<file path="src/rtl/bsg_mcl_tx_packer.sv">
// Word FIFO feeding a packet assembler: gathers words_per_pkt_p 32-bit words into one wide packet.
// Optional feature macro: BSG_MCL_TX_DROP_CNT_EN enables the saturating dropped-push counter.
module bsg_mcl_tx_packer #(
  parameter int words_per_pkt_p = 4,
  parameter int fifo_els_p      = 8
) (
  input  logic                              clk_i,
  input  logic                              reset_i,
  input  logic [31:0]                       txs_i,
  input  logic                              txs_v_i,
  output logic                              txs_ready_o,
  input  logic                              clr_isr_txc_i,
  output logic [32*words_per_pkt_p-1:0]     pkt_o,
  output logic                              pkt_v_o,
  input  logic                              pkt_ready_i,
  output logic [$clog2(fifo_els_p):0]       vacancy_o,
  output logic                              isr_txc_o,
  output logic [15:0]                       drop_cnt_o
);

  localparam int ptr_w_lp = $clog2(fifo_els_p);
  localparam int cnt_w_lp = ptr_w_lp + 1;
  localparam int wc_w_lp  = $clog2(words_per_pkt_p);
  localparam logic [wc_w_lp-1:0]  last_wc_lp = wc_w_lp'(words_per_pkt_p - 1);
  localparam logic [cnt_w_lp-1:0] els_lp     = cnt_w_lp'(fifo_els_p);

  typedef enum logic {E_FILL, E_SEND} state_e;

  state_e                                state_q, state_d;
  logic [ptr_w_lp-1:0]                   wr_ptr_q, wr_ptr_d, rd_ptr_q, rd_ptr_d;
  logic [cnt_w_lp-1:0]                   count_q, count_d;
  logic [wc_w_lp-1:0]                    word_cnt_q, word_cnt_d;
  logic [words_per_pkt_p-1:0][31:0]      pkt_q, pkt_d;
  logic                                  isr_txc_q, isr_txc_d;
  logic [31:0]                           mem_q [fifo_els_p];

  logic full, empty, push, pop, hs;

  // Ready depends only on registered occupancy, so a producer ignoring it just loses words.
  assign full        = (count_q == els_lp);
  assign empty       = (count_q == '0);
  assign txs_ready_o = !full;
  assign push        = txs_v_i & !full;
  assign pop         = (state_q == E_FILL) & !empty;
  assign hs          = (state_q == E_SEND) & pkt_ready_i;

  assign pkt_o     = pkt_q;
  assign pkt_v_o   = (state_q == E_SEND);
  assign vacancy_o = els_lp - count_q;
  assign isr_txc_o = isr_txc_q;

  always_comb begin
    state_d    = state_q;
    wr_ptr_d   = wr_ptr_q;
    rd_ptr_d   = rd_ptr_q;
    count_d    = count_q;
    word_cnt_d = word_cnt_q;
    pkt_d      = pkt_q;
    isr_txc_d  = isr_txc_q;

    if (push) wr_ptr_d = wr_ptr_q + ptr_w_lp'(1);
    if (pop)  rd_ptr_d = rd_ptr_q + ptr_w_lp'(1);

    case ({push, pop})
      2'b10:   count_d = count_q + cnt_w_lp'(1);
      2'b01:   count_d = count_q - cnt_w_lp'(1);
      default: count_d = count_q;
    endcase

    case (state_q)
      E_FILL: begin
        if (pop) begin
          pkt_d[word_cnt_q] = mem_q[rd_ptr_q];
          if (word_cnt_q == last_wc_lp) begin
            word_cnt_d = '0;
            state_d    = E_SEND;
          end else begin
            word_cnt_d = word_cnt_q + wc_w_lp'(1);
          end
        end
      end
      E_SEND: begin
        if (pkt_ready_i) state_d = E_FILL;
      end
      default: state_d = E_FILL;
    endcase

    // A handshake outranks a simultaneous clear.
    if (hs)                 isr_txc_d = 1'b1;
    else if (clr_isr_txc_i) isr_txc_d = 1'b0;
  end

  always_ff @(posedge clk_i or posedge reset_i) begin
    if (reset_i) begin
      state_q    <= E_FILL;
      wr_ptr_q   <= '0;
      rd_ptr_q   <= '0;
      count_q    <= '0;
      word_cnt_q <= '0;
      pkt_q      <= '0;
      isr_txc_q  <= 1'b0;
    end else begin
      state_q    <= state_d;
      wr_ptr_q   <= wr_ptr_d;
      rd_ptr_q   <= rd_ptr_d;
      count_q    <= count_d;
      word_cnt_q <= word_cnt_d;
      pkt_q      <= pkt_d;
      isr_txc_q  <= isr_txc_d;
    end
  end

  // Storage needs no reset: occupancy and pointers define what is valid.
  always_ff @(posedge clk_i) begin
    if (push) mem_q[wr_ptr_q] <= txs_i;
  end

`ifdef BSG_MCL_TX_DROP_CNT_EN
  logic        drop;
  logic [15:0] drop_cnt_q, drop_cnt_d;

  assign drop = txs_v_i & full;

  always_comb begin
    drop_cnt_d = drop_cnt_q;
    if (drop && (drop_cnt_q != 16'hFFFF)) drop_cnt_d = drop_cnt_q + 16'd1;
  end

  always_ff @(posedge clk_i or posedge reset_i) begin
    if (reset_i) drop_cnt_q <= '0;
    else         drop_cnt_q <= drop_cnt_d;
  end

  assign drop_cnt_o = drop_cnt_q;
`else
  assign drop_cnt_o = '0;
`endif

endmodule
</file>
<file path="config.mk">
export PLATFORM = sky130hd
export DESIGN_NAME = bsg_mcl_tx_packer
export DESIGN_NICKNAME = d
export VERILOG_FILES = /design/src/rtl/bsg_mcl_tx_packer.sv
export SDC_FILE = /design/constraint.sdc
export NUM_CORES = 1
export LEC_CHECK = 0
export ABC_AREA = 1
export CAP_MARGIN = 10
export CORE_AREA = 4 4 174 176
export DETAILED_ROUTE_END_ITERATION = 10
export DIE_AREA = 0 0 178 180
export PLACE_DENSITY = 0.8
export SYNTH_ARGS = -nofsm -noshare
export SYNTH_HDL_FRONTEND = slang
export SYNTH_SLANG_ARGS = --single-unit
</file>
<file path="constraint.sdc">
create_clock -name clk_i -period 6.4 [get_ports clk_i]
set_clock_uncertainty 0.1 [all_clocks]
set_input_delay 0.96 -clock clk_i [delete_from_list [all_inputs] [get_ports clk_i]]
set_output_delay 0.96 -clock clk_i [all_outputs]
set_load 0.01 [all_outputs]
</file>
==> impl_metrics.py <==
metrics = {
    "outcome": {
        "outcome": "complete, no violations",
    },
    "power_and_ir_drop": {
        "power_total_mw": 10.26,
        "power_per_cell_area_nw_per_um2": 540.6,
        "leakage_nw": 7.584,
        "vdd_drop_max_mv": 0.3224,
    },
    "cells_and_area": {
        "drive_above_1_share": 0.05709,
        "final_core_util": 0.6630,
        "finalNetCount": 1612,
        "layout.cell_area.non_filler_um2": 18980,
        "finish.cell_count_without_fillers": 1981,
        "areaGrowthSynthToFinish_pct": 19.74,
    },
    "timing": {
        "worst_slew_pin_slew_ns": 1.097,
        "fin_crit_sh": 0.4928,
        "fin_crit_ns": 3.154,
        "setup-violations-final": 0,
        "fmax_ghz": 0.3171,
        "final-max-slew-violation-count": 0,
        "finalWorstSetupSlack_ns": 3.246,
        "maxSlewHeadroom": 0.2667,
        "worst_hold_slack_after_final_layout_ns": 0.3799,
        "setup_repair_after_global_routing_missed_its_margin": "no",
        "timing.final.hold_violations": 0,
        "setup_total_negative_slack_ns": 0,
    },
    "logic_synthesis": {
        "ys_async_sr_fraction": 0.3568,
        "count_of_unique_library_cells_instantiated_by_yosys": 25,
        "synthTopCellsByArea": "edfxtp_1, dfrtp_1, nand2_1",
        "post-synth-top-area-fraction": 0.4850,
        "yosysSeqAreaShare": 0.7092,
        "synth_top_cells_by_count": "nand2_1, nor2_1, edfxtp_1",
        "synth-edff-count": 256,
        "synth.ff_latch_count": 398,
        "dominantRegCellSynth": "edfxtp_1",
        "syn-cell-area_um2": 15850,
        "synth_area_leader": "edfxtp_1",
        "post-synth-top-count-cell": "nand2_1",
        "avgSynthCellArea_um2": 11.15,
        "syn-instance-count": 1422,
        "synthesis.yosys.warnings": 0,
    },
    "clocking": {
        "cts-resized-gates": 0,
        "cts_hold_buffers": 0,
        "cts.reportedPaths.clkPinSlew_ns": 0.06,
        "cts-htree-levels": 2,
        "cts_made_buffers": 38,
        "cts.path.max_buffers": 3,
        "cts_root_buffer": "clkbuf_16",
        "tritoncts_clock_tree": "built",
        "number_of_setup_buffers_added_after_cts": 0,
        "numClockSinks": 398,
        "clock_latency_ns": 0.52,
    },
    "setup_path": {
        "ff2ff_setup_slack_ns": 3.25,
        "list_of_cells_traversed_by_the_critical_path": "inv_2 > buf_4 > o21ai_0 > nand3_1 > nand3_1 > nand2_1",
        "critPathLaunchType": "register",
        "regToRegEndpoint": "pkt_o[97]",
        "critical_path_class": "reg -> reg",
        "crit_path_end_kind": "register",
        "timing.reg2reg.worst_path_depth": 6,
        "worst_ep_arrival_time_ns": 3.50,
        "cp_slowest_stage_delay_ns": 0.77,
        "worst-endpoint-required_ns": 6.75,
        "timing.critical_path.slowest_stage_cell": "inv_2",
        "r2r_start": "rd_ptr_q[0]",
        "path_common_cell": "nand3_1",
        "critical_path_peak_fanout": 71,
    },
    "die": {
        "die_w_um": 178,
        "floorplan.io_pins": 188,
        "row_count": 62,
        "die_height_um": 180,
        "fp.dieArea_um2": 32040,
        "design.core.area_um2": 28630,
        "initial_core_util": 0.5537,
    },
    "place": {
        "detailed_place_hpwl_mm": 23.22,
        "placed_cells_incl_taps": 1909,
        "finalWeightedCongestion": 0.8024,
        "placedInstanceArea_um2": 17700,
        "placement.setup.worst_slack_ns": 2.984,
        "numPortBuffers": 171,
    },
    "drt": {
        "dr.first_iter.drc_count": 1231,
        "remaining_drc_errors": 0,
        "via_count": 11230,
        "length_of_routed_wiring_on_met1_mm": 15.45,
        "via_per_inst": 5.667,
        "dr.pass1.iters": 6,
        "drtAntennaViolNets": 0,
        "dr.max_layer_used": "met4",
        "routed_wirelength_mm": 38.13,
        "met2RoutedLength_mm": 18.03,
        "routed_wire_length_per_instance_um": 19.25,
        "met3_wirelength_mm": 3.692,
    },
    "grt": {
        "grt_overflow": 0,
        "first_global_vias": 10630,
        "grt_util_all_layers": 0.2348,
        "maximum_number_of_pins_on_one_net_before_global_route_repair": 93,
        "first_pass_grt_wire_length_mm": 59.05,
        "grt_antenna_before_repair": 3,
    },
    "job": {
        "maxCapViolations": 0,
    },
    "hold_path": {
        "min_delay_worst_endpoint": "pkt_o[28]",
        "worst_hold_path.num_cells": 2,
        "timing.hold.worst.start": "pkt_o[28]",
        "holdCritPathClass": "reg -> reg",
    },
}
[flip-flops by register name, summed over array words and instances (netlist names)]
register and count:
mem_q 256, pkt_o 128, count_q 4, rd_ptr_q 3, wr_ptr_q 3, word_cnt_q 2, isr_txc_o 1, pkt_v_o 1
[area by class of cell]
type	count	area, um2
repair buffers	179	1772
multi-input cells	923	4104
fillers	2022	9647
clock buffers	55	1090
flip-flops and latches	398	11250
inverters	25	101.3
diodes	3	7.507
clock inverters	14	177.7
well taps	384	480.5
[critical path, delay by kind of cell, from the launching register on]
family | cells | cell delay, ns
buffers and inverters | 2 | 1.44
DFF | 1 | 0.72
and+or+nand+nor | 3 | 0.55
AOI/OAI and AO/OA | 1 | 0.19
[metal layers]
metal  GRT usage  vias up
met1      0.3362     5464
li1            -     5081
met3     0.04580       76
met2      0.3663      605
met4     0.07673        0
met5           0        -
[cells by family (layout without fill, tap and decap cells)]
group | after synthesis | after routing | synth area share
AO/OA/AOI/OAI | 138 | 138 | 0.04358
XOR/XNOR | 8 | 8 | 0.004421
adder cells (fa/ha/maj) | 10 | 10 | 0.007895
buffers and inverters | 116 | 273 | 0.03916
flip-flops | 398 | 398 | 0.7092
other | 1 | 19 | 0.0002366
AND/OR/NAND/NOR | 751 | 751 | 0.1955
[worst max-delay path by stage]
| stage | start | to | depth (start not counted) | slack, ns |
|---|---|---|---|---|
| after floorplan | reset_i | count_q[0] | 1 | 1.53 |
| after global placement | txs_v_i | mem_q[3][27] | 5 | 3.03 |
| after detailed placement | txs_v_i | mem_q[2][27] | 4 | 2.98 |
| after CTS | rd_ptr_q[0] | pkt_o[62] | 6 | 3.30 |
| after global routing | rd_ptr_q[0] | pkt_o[111] | 6 | 3.02 |
| final | rd_ptr_q[0] | pkt_o[97] | 6 | 3.25 |
[report_power, final]
part	internal, mW	total (mW)	switching [mW]
Clock	1.35	2.27	0.918
Sequential	3.47	3.87	0.406
Combinational	1.53	4.12	2.59
Total	6.34	10.3	3.92
[layout by cell type, fill, tap and decap left out, drive strengths merged]
master,instances
or2,1
xnor2,3
xor2,5
diode,3
bufinv,4
o21ai,137
nor2,267
a21oi,1
ha,10
nand3,199
conb,16
nand2,284
clkbuf,55
edfxtp,256
dfrtp,142
buf,8
clkinv,10
clkdlybuf4s50,171
inv,25
(Power assumes the default switching activity.)
